==> src/rtl/damage_scheduler_if.sv <==
// Damage offer handshake between the scheduler (master) and the health block (slave).
interface damage_scheduler_if;
  logic       dmg_valid;
  logic [2:0] dmg_out;
  logic       dmg_ready;

  modport master (output dmg_valid, output dmg_out, input dmg_ready);
  modport slave  (input dmg_valid, input dmg_out, output dmg_ready);
endinterface

==> src/rtl/damage_scheduler.sv <==
// Round-robin hit arbiter that offers one damage amount to the health block and
// then holds the player invulnerable for INVULN_FRAMES frame edges.
module damage_scheduler #(
  parameter int INVULN_FRAMES = 60
) (
  input  logic                      Clk,
  input  logic                      Reset_n,
  input  logic                      frame_clk,
  input  logic [3:0]                hit_req,
  input  logic [7:0]                hit_amt,
  input  logic [2:0]                health_in,
  input  logic                      game_over_in,
  damage_scheduler_if.master        dmg,
  output logic [3:0]                grant,
  output logic                      invuln,
  output logic [7:0]                drop_cnt
);

  localparam int CW = (INVULN_FRAMES > 1) ? $clog2(INVULN_FRAMES) : 1;
  localparam logic [CW-1:0] CNT_LOAD = CW'(INVULN_FRAMES - 1);

  typedef enum logic [1:0] {
    S_IDLE   = 2'd0,
    S_ISSUE  = 2'd1,
    S_INVULN = 2'd2,
    S_DEAD   = 2'd3
  } state_t;

  state_t        r_state, w_state_nxt;
  logic          r_frame_q1, r_frame_q2;
  logic [1:0]    r_rr, w_rr_nxt;
  logic [1:0]    r_win, w_win_nxt;
  logic [CW-1:0] r_cnt, w_cnt_nxt;
  logic          r_valid, w_valid_nxt;
  logic [2:0]    r_dout, w_dout_nxt;
  logic [3:0]    r_grant, w_grant_nxt;
  logic          r_invuln;
  logic [7:0]    r_drop, w_drop_nxt;
  logic          w_frame_edge;
  logic [1:0]    w_pick;
  logic [1:0]    w_amt_raw;
  logic [2:0]    w_amt;
  logic [2:0]    w_dmg;

  // First requesting source at or above ptr, wrapping; lower offsets overwrite later.
  function automatic logic [1:0] rr_pick(input logic [3:0] req, input logic [1:0] ptr);
    logic [1:0] idx;
    logic [1:0] res;
    res = ptr;
    for (int k = 3; k >= 0; k--) begin
      idx = ptr + 2'(k);
      if (req[idx]) begin
        res = idx;
      end
    end
    return res;
  endfunction

  assign w_frame_edge = r_frame_q1 & ~r_frame_q2;
  assign w_pick       = rr_pick(hit_req, r_rr);
  assign w_amt_raw    = hit_amt[{w_pick, 1'b0} +: 2];
  assign w_amt        = (w_amt_raw == 2'd0) ? 3'd1 : {1'b0, w_amt_raw};
  assign w_dmg        = (w_amt > health_in) ? health_in : w_amt;

  // Frame strobe synchroniser / edge detector
  always_ff @(posedge Clk or negedge Reset_n) begin
    if (!Reset_n) begin
      r_frame_q1 <= 1'b0;
      r_frame_q2 <= 1'b0;
    end else begin
      r_frame_q1 <= frame_clk;
      r_frame_q2 <= r_frame_q1;
    end
  end

  // State and datapath registers
  always_ff @(posedge Clk or negedge Reset_n) begin
    if (!Reset_n) begin
      r_state  <= S_IDLE;
      r_rr     <= 2'd0;
      r_win    <= 2'd0;
      r_cnt    <= '0;
      r_valid  <= 1'b0;
      r_dout   <= 3'd0;
      r_grant  <= 4'd0;
      r_invuln <= 1'b0;
      r_drop   <= 8'd0;
    end else begin
      r_state  <= w_state_nxt;
      r_rr     <= w_rr_nxt;
      r_win    <= w_win_nxt;
      r_cnt    <= w_cnt_nxt;
      r_valid  <= w_valid_nxt;
      r_dout   <= w_dout_nxt;
      r_grant  <= w_grant_nxt;
      r_invuln <= (w_state_nxt == S_INVULN);
      r_drop   <= w_drop_nxt;
    end
  end

  // Next-state and next-output logic; death overrides every other transition
  always_comb begin
    w_state_nxt = r_state;
    w_rr_nxt    = r_rr;
    w_win_nxt   = r_win;
    w_cnt_nxt   = r_cnt;
    w_valid_nxt = r_valid;
    w_dout_nxt  = r_dout;
    w_grant_nxt = 4'd0;
    w_drop_nxt  = r_drop;
    if (game_over_in || (health_in == 3'd0)) begin
      w_state_nxt = S_DEAD;
      w_valid_nxt = 1'b0;
      w_dout_nxt  = 3'd0;
    end else begin
      case (r_state)
        S_IDLE: begin
          if (hit_req != 4'd0) begin
            w_state_nxt = S_ISSUE;
            w_win_nxt   = w_pick;
            w_valid_nxt = 1'b1;
            w_dout_nxt  = w_dmg;
          end else begin
            w_state_nxt = S_IDLE;
          end
        end
        S_ISSUE: begin
          if (dmg.dmg_ready) begin
            w_state_nxt = S_INVULN;
            w_grant_nxt = 4'b0001 << r_win;
            w_rr_nxt    = r_win + 2'd1;
            w_cnt_nxt   = CNT_LOAD;
            w_valid_nxt = 1'b0;
            w_dout_nxt  = 3'd0;
          end else begin
            w_state_nxt = S_ISSUE;
          end
        end
        S_INVULN: begin
          if (w_frame_edge) begin
            if ((hit_req != 4'd0) && (r_drop != 8'hFF)) begin
              w_drop_nxt = r_drop + 8'd1;
            end else begin
              w_drop_nxt = r_drop;
            end
            if (r_cnt == '0) begin
              w_state_nxt = S_IDLE;
            end else begin
              w_cnt_nxt = r_cnt - CW'(1);
            end
          end else begin
            w_state_nxt = S_INVULN;
          end
        end
        S_DEAD: begin
          w_state_nxt = S_DEAD;
          w_valid_nxt = 1'b0;
          w_dout_nxt  = 3'd0;
        end
        default: begin
          w_state_nxt = S_IDLE;
          w_valid_nxt = 1'b0;
          w_dout_nxt  = 3'd0;
        end
      endcase
    end
  end

  assign dmg.dmg_valid = r_valid;
  assign dmg.dmg_out   = r_dout;
  assign grant         = r_grant;
  assign invuln        = r_invuln;
  assign drop_cnt      = r_drop;

endmodule

==> src/flat_wrapper.sv <==
// flat-port wrapper written by rule: the top's interface ports become plain ports
module damage_scheduler_flat 
#(
  parameter int INVULN_FRAMES = 60
)
  (Clk, Reset_n, frame_clk, hit_req, hit_amt, health_in, game_over_in, grant, invuln, drop_cnt, dmg_dmg_valid, dmg_dmg_out, dmg_dmg_ready);
  damage_scheduler_if dmg_i ();
  input  logic Clk;
  input  logic Reset_n;
  input  logic frame_clk;
  input  logic [3:0] hit_req;
  input  logic [7:0] hit_amt;
  input  logic [2:0] health_in;
  input  logic game_over_in;
  output logic [3:0] grant;
  output logic invuln;
  output logic [7:0] drop_cnt;
  output wire logic [$bits(dmg_i.dmg_valid)-1:0] dmg_dmg_valid;
  output wire logic [$bits(dmg_i.dmg_out)-1:0] dmg_dmg_out;
  input wire logic [$bits(dmg_i.dmg_ready)-1:0] dmg_dmg_ready;
  assign dmg_dmg_valid = dmg_i.dmg_valid;
  assign dmg_dmg_out = dmg_i.dmg_out;
  assign dmg_i.dmg_ready = dmg_dmg_ready;
  damage_scheduler #(.INVULN_FRAMES(INVULN_FRAMES)) u_core (.Clk(Clk), .Reset_n(Reset_n), .frame_clk(frame_clk), .hit_req(hit_req), .hit_amt(hit_amt), .health_in(health_in), .game_over_in(game_over_in), .dmg(dmg_i), .grant(grant), .invuln(invuln), .drop_cnt(drop_cnt));
endmodule
==> config.mk <==
export PLATFORM = sky130hd
export DESIGN_NAME = damage_scheduler_flat
export DESIGN_NICKNAME = d
export VERILOG_FILES = /design/src/rtl/damage_scheduler_if.sv /design/src/rtl/damage_scheduler.sv /design/src/flat_wrapper.sv
export SDC_FILE = /design/constraint.sdc
export NUM_CORES = 1
export LEC_CHECK = 0
export CORE_MARGIN = 2
export CORE_UTILIZATION = 35
export CTS_CLUSTER_SIZE = 20
export DETAILED_ROUTE_END_ITERATION = 8
export PLACE_DENSITY = 0.57
export SLEW_MARGIN = 10
export SYNTH_ARGS = -nofsm -noshare
export SYNTH_HDL_FRONTEND = slang
export SYNTH_SLANG_ARGS = --single-unit
==> constraint.sdc <==
create_clock -name Clk -period 3.28 [get_ports Clk]
set_input_delay 0.656 -clock Clk [delete_from_list [all_inputs] [get_ports Clk]]
set_output_delay 0.656 -clock Clk [all_outputs]
set_load 0.05 [all_outputs]
# ---- Yosys cells after proc, flatten, opt, wreduce, memory -nomap -nowiden
# Index checks and enable logic that the tools add are counted.
dict set report totals {
  reg_bits 31
  latchBits 0
  mem_bits_rw 0
  rom_bits 0
  input_bits 20
  out_inout_bits 17
  elab_cells 86
  memories 0
}
dict set report classes {
  add_sub_neg 6
  mul 0
  n_div 0
  order_cmp 5
  eq_ne 10
  shift 2
  n_mux 35
  n_bitwise 3
  n_reduce_logical 14
}
# operator n
set op_table {}
lappend op_table {{2-bit 2-to-1 mux} 9}
lappend op_table {{6-bit 2-to-1 mux} 3}
lappend op_table {{2-bit by 3-bit < comparator with 1-bit output, second input constant} 4}
lappend op_table {{3-bit 2-to-1 mux} 4}
lappend op_table {{4-bit 2-to-1 mux} 3}
lappend op_table {{6-bit one-hot mux with 2 select lines} 1}
lappend op_table {{3-bit one-hot mux with 3 select lines} 1}
lappend op_table {{3-bit AND reduction} 3}
lappend op_table {{8-bit by 1-bit adder with 8-bit output, second input constant} 1}
lappend op_table {{1-bit binary-select mux with 2-bit select} 4}
lappend op_table {{1-bit 2-to-1 mux} 8}
lappend op_table {{8-bit != test, second input constant} 1}
lappend op_table {{2-bit one-hot mux with 4 select lines} 1}
lappend op_table {{4-bit nonzero test} 2}
lappend op_table {{8-bit by 4-bit variable part select with 2-bit output} 1}
lappend op_table {{2-bit == test, second input constant} 3}
lappend op_table {{6-bit zero test} 1}
lappend op_table {{6-bit by 1-bit subtractor with 6-bit output, second input constant} 1}
lappend op_table {{5-bit AND reduction} 1}
lappend op_table {{2-bit by 1-bit adder with 2-bit output, second input constant} 2}
lappend op_table {{2-bit adder, second input constant} 2}
lappend op_table {{2-bit zero test} 2}
lappend op_table {{2-bit != test, second input constant} 2}
lappend op_table {{4-bit AND reduction} 1}
lappend op_table {{13 further kinds} 14}

# ---- Logic depth before layout (Yosys ltp)
dict set report logic_depth {
  word_depth 15
  depth_mapped 12
  depth_no_buf 12
}

# ---- Worst setup path after synthesis
# Ideal clock, no wire load.
dict set report synth_timing {
  kind {input to register}
  start {input hit_req[3]}
  end {register u_core.r_dout[0] (netlist: u_core.dmg.dmg_out[0])}
  setup_time_ns 0.075
  arrival_time_ns 2.788
  t_required_ns 3.205
  slack_ns 0.417
  path_stages 10
  path_buffers 0
  path_cell_list {nor2_1 > a21oi_1 > o211ai_1 > mux4_2 > a21boi_4 > ha_1 > a211oi_1 > a31oi_1 > o21ai_0 > o2bb2ai_2}
}
dict set report synth_via {
  elab_chain_cells 14
  word_cells_on_any_way 23
  classes_between {1 x order compare; 1 x eq/ne; 1 x shift; 17 x mux; 3 x reduce/logical}
}
# element line
set synth_lines {}
lappend synth_lines {{start: declaration} flat_wrapper.sv:11} ;# input logic [3:0] hit_req;
lappend synth_lines {{1-bit binary-select mux with 2-bit select} damage_scheduler.sv:52} ;# if (req[idx]) begin
lappend synth_lines {{1-bit 2-to-1 mux (not written as such)} damage_scheduler.sv:52}
lappend synth_lines {{2-bit 2-to-1 mux (4 in a row)} damage_scheduler.sv:52}
lappend synth_lines {{8-bit by 4-bit variable part select with 2-bit output} damage_scheduler.sv:61} ;# assign w_amt_raw = hit_amt[{w_pick, 1'b0} +: 2];
lappend synth_lines {{2-bit zero test} damage_scheduler.sv:62} ;# assign w_amt = (w_amt_raw == 2'd0) ? 3'd1 : {1'b0, w_amt_raw};
lappend synth_lines {{2-bit 2-to-1 mux} damage_scheduler.sv:62}
lappend synth_lines {{3-bit greater-than comparator} damage_scheduler.sv:63} ;# assign w_dmg = (w_amt > health_in) ? health_in : w_amt;
lappend synth_lines {{3-bit 2-to-1 mux} damage_scheduler.sv:63}
lappend synth_lines {{3-bit 2-to-1 mux} damage_scheduler.sv:118} ;# if (hit_req != 4'd0) begin
lappend synth_lines {{3-bit one-hot mux with 3 select lines} damage_scheduler.sv:116} ;# case (r_state)
lappend synth_lines {{3-bit 2-to-1 mux} damage_scheduler.sv:111} ;# if (game_over_in || (health_in == 3'd0)) begin
lappend synth_lines {{end signal: assignment} damage_scheduler.sv:94} ;# r_dout <= w_dout_nxt;
lappend synth_lines {{end: declaration} damage_scheduler.sv:35} ;# logic [2:0] r_dout, w_dout_nxt;
# Several ways; a longest one is shown, not always the timed one. The select of a mux whose other input is x is not followed.
# A chain may end at the register's enable or synchronous reset.

# ---- Worst setup path after layout
# Same ends and word-level chain as after synthesis.

==> impl_results.html <==
<table>
<tr><th>Metric</th><th>Value</th></tr>
<tr><th colspan="2">Placed design</th></tr>
<tr><td>Pre-CTS setup slack</td><td>-0.3738 ns</td></tr>
<tr><td>Detailed placement HPWL</td><td>2.786 mm</td></tr>
<tr><td># port buffers</td><td>36</td></tr>
<tr><td>RePlAce Congestion</td><td>about 0.8</td></tr>
<tr><td>Placed cell count</td><td>approximately 270</td></tr>
<tr><th colspan="2">Synthesis</th></tr>
<tr><td>Sequential area share after synthesis</td><td>46.37%</td></tr>
<tr><td>Post-synth EDFFs</td><td>0</td></tr>
<tr><td>Distinct cell type count after synthesis</td><td>40</td></tr>
<tr><td>FFs w/ async S/R, synth</td><td>between 90% and 100%</td></tr>
<tr><td>Synth top area share</td><td>46.37%</td></tr>
<tr><td>Top cells by area, synth</td><td>sky130_fd_sc_hd__dfrtp_1 46%, sky130_fd_sc_hd__ha_1 6.0%, sky130_fd_sc_hd__nand2_1 5.2%</td></tr>
<tr><td>Gate count of the mapped netlist</td><td>~170</td></tr>
<tr><td>Number of warnings issued by yosys</td><td>0</td></tr>
<tr><td>Leading area contributor after synthesis</td><td>sky130_fd_sc_hd__dfrtp_1</td></tr>
<tr><td>Number of synthesized register bits</td><td>31</td></tr>
<tr><td>Mapped Nets</td><td>197</td></tr>
<tr><td>Most instantiated flip-flop cell in the synthesis netlist</td><td>sky130_fd_sc_hd__dfrtp_1</td></tr>
<tr><td>Synthesized area divided by synthesized cell count</td><td>9.899 sq um</td></tr>
<tr><td>Post-synth design cell area</td><td>approximately 1700 sq um</td></tr>
<tr><th colspan="2">STA</th></tr>
<tr><td>Setup repair after global routing missed its margin</td><td>false</td></tr>
<tr><td>Number of failing hold endpoints at the final stage</td><td>0</td></tr>
<tr><td>Period minus WS final</td><td>2.855 ns</td></tr>
<tr><td>Largest clock skew in the final design</td><td>0.004824 ns</td></tr>
<tr><td>Final setup margin</td><td>0.4249 ns</td></tr>
<tr><td>Transition at the pin with the smallest max-transition slack</td><td>roughly 0.51 ns</td></tr>
<tr><td>F_max</td><td>between 0.3 and 0.4 GHz</td></tr>
<tr><td>Number of pins exceeding their max-slew limit in the final report</td><td>0</td></tr>
<tr><td>Max_slew headroom</td><td>65.67%</td></tr>
<tr><td>Setup violation total in the final timing report</td><td>0</td></tr>
<tr><td>Minimum hold slack</td><td>0.4234 ns</td></tr>
<tr><td>Share of the cycle needed by the critical path after routing</td><td>between 80 and 90%</td></tr>
<tr><th colspan="2">CTS</th></tr>
<tr><td>H-tree lvl count</td><td>2</td></tr>
<tr><td>TritonCTS sink count</td><td>31</td></tr>
<tr><td>Clock buffers created by TritonCTS</td><td>5</td></tr>
<tr><td>Post-CTS clock slew at the launch and capture registers of the worst setup and hold paths</td><td>0.06 ns</td></tr>
<tr><td>CTS tree</td><td>yes</td></tr>
<tr><td>Maximum clock insertion buffer count</td><td>2</td></tr>
<tr><td>Root cell of the clock tree</td><td>sky130_fd_sc_hd__clkbuf_8</td></tr>
<tr><td>Clock latency reported for the late side of the worst-skew pair</td><td>~0.28 ns</td></tr>
<tr><td>Post-CTS Setup Repair Bufs</td><td>0</td></tr>
<tr><td>Hold buffer count at CTS</td><td>0</td></tr>
<tr><th colspan="2">Finish</th></tr>
<tr><td>Total inserted antenna cells</td><td>0</td></tr>
<tr><td>Syn-to-layout area delta</td><td>36.57%</td></tr>
<tr><td>Layout Cells excl Fill</td><td>roughly 270</td></tr>
<tr><td>Most common cell after layout, fill and taps aside</td><td>sky130_fd_sc_hd__clkdlybuf4s50_1</td></tr>
<tr><td>Most frequent cells in the layout</td><td>32 x sky130_fd_sc_hd__clkdlybuf4s50_1, 31 x sky130_fd_sc_hd__dfrtp_1, 23 x sky130_fd_sc_hd__nand2_1</td></tr>
<tr><td>Layout cell share with drive strength beyond 1</td><td>13.18%</td></tr>
<tr><td>Net count reported at finish</td><td>~250</td></tr>
<tr><td>Post-layout utilization of the core</td><td>49.02%</td></tr>
<tr><th colspan="2">Route</th></tr>
<tr><td>Number of violations reported at the end of detailed-routing iteration 0</td><td>62</td></tr>
<tr><td>Drt first pass iters</td><td>5</td></tr>
<tr><td>Post-Route WL</td><td>about 3.6 mm</td></tr>
<tr><td>M1 WL</td><td>roughly 1.5 mm</td></tr>
<tr><td>Count of unresolved DRC violations after routing</td><td>0</td></tr>
<tr><td>Routed via count</td><td>1381</td></tr>
<tr><td>Number of nets with antenna violations after detailed routing</td><td>0</td></tr>
<tr><td>Mean number of vias per cell</td><td>5.040</td></tr>
<tr><td>Detail-routed net length per standard cell</td><td>approximately 13 um</td></tr>
<tr><td>Met3 WL post-DR</td><td>about 190 um</td></tr>
<tr><td>Detail Route met2 WL</td><td>~1.8 mm</td></tr>
<tr><td>Highest metal layer with signal wires</td><td>met4</td></tr>
<tr><th colspan="2">Die</th></tr>
<tr><td>Starting utilization of the core area</td><td>a little over a third</td></tr>
<tr><td>Die span in x</td><td>73.14 um</td></tr>
<tr><td>Die Outline Area</td><td>approximately 5300 sq um</td></tr>
<tr><td>Number of placement rows</td><td>25</td></tr>
<tr><td>Total core area</td><td>around 4700 sq um</td></tr>
<tr><td>I/O pin count</td><td>37</td></tr>
<tr><td>Chip height</td><td>roughly 73 um</td></tr>
<tr><th colspan="2">Setup path</th></tr>
<tr><td>Critical path arrival</td><td>between 3 and 4 ns</td></tr>
<tr><td>Worst path cell trace</td><td>dlymetal6s2s_1 -&gt; nand2_1 -&gt; a21oi_1 -&gt; o211ai_1 -&gt; mux4_2 -&gt; a21boi_4 -&gt; ha_1 -&gt; inv_1 -&gt; a21oi_1 -&gt; a211oi_2 -&gt; a31oi_1 -&gt; o21ai_1 -&gt; o2bb2ai_2</td></tr>
<tr><td>Slowest cell delay on critical path</td><td>0.58 ns</td></tr>
<tr><td>Biggest fanout along the worst timing path</td><td>7</td></tr>
<tr><td>WP data required</td><td>3.49 ns</td></tr>
<tr><td>Worst setup path category</td><td>input port to flip-flop</td></tr>
<tr><td>Crit end category</td><td>flip-flop</td></tr>
<tr><td>Startpoint Class</td><td>input port</td></tr>
<tr><td>Most repeated library cell on the critical path</td><td>sky130_fd_sc_hd__a21oi_1</td></tr>
<tr><td>Cell type of the slowest stage on the worst timing path</td><td>sky130_fd_sc_hd__mux4_2</td></tr>
<tr><th colspan="2">GRT</th></tr>
<tr><td>Antenna violations before repair</td><td>0</td></tr>
<tr><td>Vias in the first global route</td><td>about 1400</td></tr>
<tr><td>Sum of overflow across all layers after global routing</td><td>0</td></tr>
<tr><td>All-layer global routing usage</td><td>roughly 15%</td></tr>
<tr><td>Maximum number of pins on one net before global-route repair</td><td>32</td></tr>
<tr><td>Global-route wire length before repair</td><td>around 6 mm</td></tr>
<tr><th colspan="2">Power and ir drop</th></tr>
<tr><td>Maximum VDD drop</td><td>around 0.13 mV</td></tr>
<tr><td>Power Density</td><td>about 380 nW/um^2</td></tr>
<tr><td>Static Leak</td><td>1.056 nW</td></tr>
<tr><th colspan="2">Status</th></tr>
<tr><td>Run status</td><td>finished clean</td></tr>
<tr><th colspan="2">Job</th></tr>
<tr><td>Number of max-cap violations</td><td>0</td></tr>
<tr><th colspan="2">Min path</th></tr>
<tr><td>Tightest Hold Check Type</td><td>flip-flop to flip-flop</td></tr>
</table>
[cell families (layout without fill, tap and decap cells)]
group | count (synthesis) | count (layout) | synth area share (%)
DFF | 31 | 31 | 46.37
adders and majority gates | 8 | 8 | 5.984
buffers and inverters | 14 | 65 | 3.141
muxes | 3 | 3 | 2.618
AOI/OAI and AO/OA | 30 | 30 | 13.39
xor gates and xnor gates | 10 | 10 | 5.235
and+or+nand+nor | 73 | 73 | 23.26
[timing repair]
| action | 4_1_cts | 5_1_grt |
|---|---|---|
| gates resized for setup | 1 | 7 |
| endpoints found under the setup margin | 2 | 2 |
| pin swaps | 0 | 3 |
[cells in the mapped netlist (2+ instances only)]
master / number
sky130_fd_sc_hd__xor2_1: 4
sky130_fd_sc_hd__o21ai_1: 2
sky130_fd_sc_hd__o22ai_1: 2
sky130_fd_sc_hd__inv_1: 11
sky130_fd_sc_hd__clkbuf_1: 3
sky130_fd_sc_hd__nor2_1: 13
sky130_fd_sc_hd__or2_2: 2
sky130_fd_sc_hd__nand3_1: 3
sky130_fd_sc_hd__o21ai_0: 8
sky130_fd_sc_hd__a31oi_1: 2
sky130_fd_sc_hd__and2_1: 4
sky130_fd_sc_hd__nor2b_1: 4
sky130_fd_sc_hd__and3_1: 9
sky130_fd_sc_hd__nor3_1: 4
sky130_fd_sc_hd__o221ai_1: 2
sky130_fd_sc_hd__dfrtp_1: 31
sky130_fd_sc_hd__xnor2_1: 6
sky130_fd_sc_hd__nand2_1: 23
sky130_fd_sc_hd__a21oi_1: 6
sky130_fd_sc_hd__o21a_1: 2
sky130_fd_sc_hd__ha_1: 8
sky130_fd_sc_hd__nor3b_1: 2
[flip-flops by register name (all words and copies together), names as in the netlist]
name / flops
u_core.drop_cnt: 8
u_core.r_cnt: 6
u_core.grant: 4
u_core.dmg.dmg_out: 3
u_core.r_rr: 2
u_core.r_state: 2
u_core.r_win: 2
u_core.dmg.dmg_valid: 1
u_core.invuln: 1
u_core.r_frame_q1: 1
u_core.r_frame_q2: 1
[final cells by class]
| class | instances | area (sq um) |
|---|---|---|
| fill | 421 | 2376 |
| multi-input combinational | 124 | 854.6 |
| tap | 54 | 67.56 |
| clock buffer | 8 | 100.1 |
| sequential | 31 | 775.7 |
| inverter | 11 | 41.29 |
| timing repair buffer | 46 | 445.4 |
[per-layer routing]
metal	up-vias	track usage (%)
met5	-	0
met4	0	4.938
met3	6	3.039
met2	37	25.93
met1	657	17.45
li1	681	-
[stage by stage]
| step | total power, mW | TNS, ns | cell area (sq um) |
|---|---|---|---|
| floorplan | 0.4808 | 0 | 1673 |
| global placement | 0.5409 | -0.3729 | 2165 |
| detailed placement | 0.5466 | -0.6889 | 2165 |
| CTS | 0.8773 | 0 | 2270 |
| global route | 0.9074 | 0 | 2285 |
| finish | 0.8648 | 0 | 2285 |
[path summary, 6_finish.rpt]
kind | slack [ns] | depth (start not counted) | endpoint | startpoint
max reg2reg | 0.55 | 12 | u_core.dmg.dmg_out[0] | u_core.r_rr[0]
min in group asynchronous | 0.77 | 2 | u_core.r_state[0] | Reset_n
min reg2reg | 0.42 | 0 | u_core.r_frame_q2 | u_core.r_frame_q1
max | 0.42 | 13 | u_core.dmg.dmg_out[0] | hit_req[3]
max in group asynchronous | 2.23 | 2 | u_core.r_win[1] | Reset_n
min | 0.42 | 0 | u_core.r_frame_q2 | u_core.r_frame_q1
[report_power, final]
group / switching, mW / internal [mW]
sequential: 0.0136 / 0.395
clock: 0.133 / 0.191
combinational: 0.0652 / 0.0668
total: 0.211 / 0.653
[critical path: cells and delay by family]
family	cells	cell delay, ns
and+or+nand+nor	1	0.10
AOI/OAI and AO/OA	8	1.29
buffers and inverters	2	0.24
muxes	1	0.58
adders and majority gates	1	0.18
(Power assumes the default switching activity.)
==> variant 1: new RTL, config.mk and constraints unchanged <==
The 4 states of `state_t` get a Gray code encoding in 2 bits.
--- a/src/rtl/damage_scheduler.sv
+++ b/src/rtl/damage_scheduler.sv
@@ -20,10 +20,10 @@
   localparam logic [CW-1:0] CNT_LOAD = CW'(INVULN_FRAMES - 1);
 
   typedef enum logic [1:0] {
-    S_IDLE   = 2'd0,
-    S_ISSUE  = 2'd1,
-    S_INVULN = 2'd2,
-    S_DEAD   = 2'd3
+    S_IDLE   = 2'b00,
+    S_ISSUE  = 2'b01,
+    S_INVULN = 2'b11,
+    S_DEAD   = 2'b10
   } state_t;
 
   state_t        r_state, w_state_nxt;
Check against the original RTL: no difference found for any inputs over 10 cycles, from zero or initial values and one cycle with Reset_n low; not proved beyond that.
==> variant 1 against the unedited design <==
Routed wire length decreased by 0.55%; setup slack got worse by 0.26 ns; via count increased by 2.8%; first-iteration DRC count decreased by 58%; area after synthesis increased by 2.2%; synthesized cell count increased by 2.4%; worst hold slack got worse by 0.017 ns; sequential cell count unchanged; register-to-register slack improved by 0.13 ns; design area increased by 2.4%.
Power is not compared: it rests on default switching activity, and its combinational part moved more than twofold at a synthesized area within 25%.
==> variant 1: results (changes against the unedited design) <==
stage,metric,value,unit,change
yosys,Async SR Flop Fraction,1.00,,unchanged
global_route,initial antenna violation count,0,,unchanged
setup_path,Worst path slowest cell,mux4_2,,unchanged
yosys,synth top area cells,"dfrtp_1 45%, ha_1 8.8%, nand2_1 4.6%",,"was dfrtp_1 46%, ha_1 6.0%, nand2_1 5.2%"
yosys,Synth cell types,40,,unchanged
layout,layout cells sized above 1,0.116,,was 0.132
yosys,Synth Area in Compound Gates,0.157,,was 0.134
cts,clk slew on worst S/H paths,0.07,ns,
yosys,Ys Warns,0,,unchanged
setup_path,worst endpoint data arrival time,3.28,ns,was 3.07 ns
placed_design,Placed Cells,284,,was 266
sta,Tightest Pin Transition,0.738,ns,was 0.511 ns
placed_design,placed inst area,2220,um^2,was 2160 um^2
cts,CTS root buffer,clkbuf_8,,unchanged
drt,first-pass iteration count of the detailed router,4,,was 5
yosys,Post-Synth Adder-Cell Area,0.0878,,was 0.0598
cts,CTS Buf Count,5,,unchanged
placed_design,routability congestion estimate from global placement,0.851,,was 0.785
drt,drt wl/cell,12.3,um,was 13.2 um
cts,H-tree Lvls,2,,unchanged
global_route,first-pass GRT wire length,6410,um,was 6090 um
global_route,number of global-route vias before repair,1464,,was 1403
global_route,pin count of the biggest net entering global routing,32,,unchanged
cts,CTS resizes,0,,was 1
cts,Skew-Pair Late Insertion Delay,0.28,ns,about the same
drt,Iteration-0 DRC Markers,26,,was 62
power_and_ir_drop,leak pwr,1.06,nW,
yosys,Synth Area in XOR/XNOR,0.0564,,was 0.0524
layout,final net count,256,,was 247
setup_path,largest stage delay on the critical path,0.53,ns,was 0.58 ns
yosys,Synth Flop Type,dfrtp_1,,unchanged
layout,ant diodes,0,,unchanged
yosys,Commonest cells post-synth,"31 x dfrtp_1, 21 x nand2_1, 13 x o21ai_0, 12 x ha_1, 12 x inv_1",,"was 31 x dfrtp_1, 23 x nand2_1, 13 x nor2_1, 11 x inv_1, 9 x and3_1"
sta,clock skew,0.00526,ns,was 0.00482 ns
placed_design,Buffers on Ports,36,,unchanged
yosys,"Seq/Total Area, Yosys",0.454,,was 0.464
status,status,"complete, no violations",,unchanged
sta,Max Slew Vio Count,0,,unchanged
yosys,Mean Syn Cell Area,9.88,um^2,was 9.90 um^2
setup_path,CP top delay family,compound AO/OA/AOI/OAI gates,,unchanged
flow_run,Max Cap Viol,0,,unchanged
power_and_ir_drop,worst vdd ir,0.193,mV,
layout,fill cell count,450,,was 421
yosys,post-synthesis mux area share,0.0132,,was 0.0262
setup_path,worst-path maximum fanout,3,,was 7
cts,Max clock buf depth,2,,unchanged
yosys,syn nets,205,,was 197
placed_design,DP HPWL,2850,um,was 2790 um
global_route,GRT Util Overall,0.155,,was 0.146
layout,P&R area growth vs syn,36.8,%,was 36.6%
cts,postcts setup bufs,0,,unchanged
min_path,Hold Crit Class,reg2reg,,unchanged
drt,drt via density,4.86,,was 5.04
layout,number of flip-flops in the largest register,8,,unchanged
layout,fin cells,292,,was 274
variant 1: through the flow:
stage               setup WS (ns)  setup TNS (ns)  total power [mW]
finish                      0.165               0              1.44
global route              0.00449               0              1.55
CTS                         0.172               0              1.46
detailed placement         -0.135          -0.249              1.06
global placement          -0.0481         -0.0494              1.04
floorplan                   0.429               0             0.872
variant 1: worst paths after layout:
check | end | depth (start not counted) | start | slack, ns
min in group asynchronous | u_core.r_cnt[1] | 2 | Reset_n | 0.76
setup reg to reg | u_core.dmg.dmg_out[0] | 10 | u_core.r_rr[1] | 0.68
max in group asynchronous | u_core.drop_cnt[5] | 2 | Reset_n | 2.23
hold reg to reg | u_core.r_frame_q2 | 0 | u_core.r_frame_q1 | 0.41
setup / recovery | u_core.dmg.dmg_out[0] | 11 | hit_req[3] | 0.17
hold / removal | u_core.r_frame_q2 | 0 | u_core.r_frame_q1 | 0.41
variant 1: per-layer routing:
layer | GRT usage | share of wire | up-vias
li1 | - | - | 704
met1 | 0.169 | 0.42 | 683
met2 | 0.279 | 0.52 | 27
met3 | 0.0412 | 0.037 | 6
met4 | 0.0667 | 0.019 | 0
met5 | 0 | 0 | -
variant 1: cell type report:
class,instances,share of cell area
Sequential cell,31,0.332
Clock inverter,2,0.0150
Timing Repair Buffer,46,0.186
Tap cell,67,0.0358
Multi-Input combinational cell,128,0.377
Clock buffer,6,0.0353
Inverter,12,0.0193
variant 1: power by group:
part           leakage, nW  internal, mW  total (mW)  switching [mW]
registers            0.404         0.456       0.523          0.0666
clock network       0.0612         0.246       0.387           0.141
logic                0.592         0.239       0.528           0.289
==> variant 2: new RTL, same settings <==
Without the edit above. `INVULN_FRAMES` is set to 60 in 2 places; all go to 90.
--- a/src/rtl/damage_scheduler.sv
+++ b/src/rtl/damage_scheduler.sv
@@ -1,7 +1,7 @@
 // Round-robin hit arbiter that offers one damage amount to the health block and
 // then holds the player invulnerable for INVULN_FRAMES frame edges.
 module damage_scheduler #(
-  parameter int INVULN_FRAMES = 60
+  parameter int INVULN_FRAMES = 90
 ) (
   input  logic                      Clk,
   input  logic                      Reset_n,
--- a/src/flat_wrapper.sv
+++ b/src/flat_wrapper.sv
@@ -1,7 +1,7 @@
 // flat-port wrapper written by rule: the top's interface ports become plain ports
 module damage_scheduler_flat 
 #(
-  parameter int INVULN_FRAMES = 60
+  parameter int INVULN_FRAMES = 90
 )
   (Clk, Reset_n, frame_clk, hit_req, hit_amt, health_in, game_over_in, grant, invuln, drop_cnt, dmg_dmg_valid, dmg_dmg_out, dmg_dmg_ready);
   damage_scheduler_if dmg_i ();
Behaviour: same outputs for any inputs over 10 cycles, from zero or initial values and one cycle with Reset_n low; that may be too few to reach the edited logic, so the function may still have changed.
==> variant 2 against the unedited design <==
Sequential cell count is 1 higher; critical endpoint is now u_core.dmg.dmg_out[1]; first-iteration DRC count down 18%; power down 1.8%; synthesized cell count rose by 0.59%; clock skew is 0.0037 ns higher; setup slack worse by 0.20 ns; routed wire length is 3.6% higher; area after synthesis up 4.6%; maximum frequency fell by 6.6%; register-to-register slack improved by 0.17 ns; sequential share of layout area grew 0.45 points; die area is 4.4% higher; design area is 1.9% higher.
==> variant 2: results (changes against the unedited design) <==
stage,metric,value,unit,change
status,status,"complete, no violations",,unchanged
yosys,Mean Syn Cell Area,10.3,um^2,was 9.90 um^2
drt,wire length on met3,193,um,was 188 um
placed_design,Setup Slack @ Placement,-0.152,ns,was -0.374 ns
yosys,Commonest cells post-synth,"32 x dfrtp_1, 20 x nand2_1, 13 x nor2_1, 11 x inv_1, 9 x xnor2_1",,"was 31 x dfrtp_1, 23 x nand2_1, 13 x nor2_1, 11 x inv_1, 9 x and3_1"
yosys,"Seq/Total Area, Yosys",0.457,,was 0.464
drt,WL met1,1590,um,was 1540 um
layout,P&R area growth vs syn,33.0,%,was 36.6%
placed_design,placed inst area,2220,um^2,was 2160 um^2
yosys,Synth cell types,50,,was 40
placed_design,DP HPWL,2850,um,was 2790 um
global_route,pin count of the biggest net entering global routing,33,,was 32
yosys,syn nets,198,,was 197
yosys,synth top area cells,"dfrtp_1 46%, ha_1 5.7%, xnor2_1 4.5%",,"was dfrtp_1 46%, ha_1 6.0%, nand2_1 5.2%"
setup_path,worst-path maximum fanout,5,,was 7
layout,layout cells sized above 1,0.147,,was 0.132
drt,first-pass iteration count of the detailed router,4,,was 5
layout,final net count,244,,was 247
power_and_ir_drop,worst vdd ir,0.216,mV,was 0.130 mV
global_route,first-pass GRT wire length,6310,um,was 6090 um
placed_design,routability congestion estimate from global placement,0.831,,was 0.785
global_route,GRT Util Overall,0.151,,was 0.146
drt,Iteration-0 DRC Markers,51,,was 62
drt,via count,1426,,was 1381
placed_design,Placed Cells,275,,was 266
min_path,hold path startpoint,u_core.r_frame_q1,,unchanged
drt,met2 WL,1890,um,was 1820 um
setup_path,reg-to-reg critical path startpoint,u_core.r_rr[0],,unchanged
sta,hold slack,0.398,ns,was 0.423 ns
power_and_ir_drop,leak pwr,1.07,nW,was 1.06 nW
global_route,number of global-route vias before repair,1419,,was 1403
setup_path,worst endpoint data arrival time,3.28,ns,was 3.07 ns
drt,Total Wirelength,3740,um,was 3610 um
setup_path,r2r setup slk,0.72,ns,was 0.55 ns
sta,clock skew,0.00854,ns,was 0.00482 ns
sta,Final Critical Period,3.06,ns,was 2.86 ns
yosys,Yosys top cell area share,0.457,,was 0.464
layout,fill cell count,462,,was 421
==> variant 2: changes by cell type in the layout (fill, tap and decap cells not counted), moves of 3 or more <==
cell     change
buf_4        -4
and2_1       -3
nand2_1      -3
nand3_1      -3
nor4_2       +3
xnor2_1      +3
==> variant 2: worst max-delay path, stage by stage <==
cell and delay, ns:
clkdlybuf4s50_1 0.48, nor2b_2 0.20, o21ai_0 0.20, or2b_4 0.32, a211oi_2 0.28, nor2_1 0.07, ha_1 0.30, a21oi_1 0.16
a211oi_1 0.08, nand2b_1 0.17, or3_1 0.32, nand2_1 0.06
==> variant 2: routing by layer <==
| metal | vias to the layer above | track usage |
|---|---|---|
| met1 | 692 | 0.179 |
| met3 | 6 | 0.0428 |
| li1 | 698 | - |
| met5 | - | 0 |
| met4 | 0 | 0.0635 |
| met2 | 30 | 0.258 |
==> variant 2: layout make-up <==
class                      count  share of cell area
clock buffer                   8              0.0387
inverter                      11              0.0177
multi-input combinational    124               0.387
sequential                    32               0.344
tap                           67              0.0360
timing repair buffer          42               0.176
==> variant 2: power breakdown <==
| part | leakage (nW) | internal, mW | switching, mW |
|---|---|---|---|
| clock | 0.0455 | 0.171 | 0.135 |
| combinational | 0.600 | 0.0635 | 0.0623 |
| sequential | 0.422 | 0.406 | 0.0119 |
| total | 1.07 | 0.640 | 0.209 |
==> variant 2: what timing repair did <==
action,CTS,global route
endpoints found under the setup margin,0,2
setup buffers,0,1
resized for setup,0,3
hold buffers,0,0
==> variant 2: cell families (layout without fill, tap and decap cells) <==
| logic type | after synthesis | in the layout | share of synthesized area |
|---|---|---|---|
| simple gates | 71 | 71 | 0.241 |
| compound gates | 32 | 32 | 0.145 |
| flops | 32 | 32 | 0.457 |
| buf+inv | 14 | 61 | 0.0314 |
| xor+xnor | 11 | 11 | 0.0550 |
| fa+ha+maj | 8 | 8 | 0.0572 |
| mux | 2 | 2 | 0.0129 |
==> variant 2: path summary, 6_finish.rpt <==
| kind | endpoint | depth (start not counted) |
|---|---|---|
| setup / recovery | u_core.dmg.dmg_out[1] | 12 |
| hold / removal | u_core.r_frame_q2 | 0 |
| setup reg to reg | u_core.dmg.dmg_out[1] | 12 |
| hold reg to reg | u_core.r_frame_q2 | 0 |
| max in group asynchronous | u_core.dmg.dmg_valid | 2 |
| min in group asynchronous | u_core.r_cnt[1] | 2 |
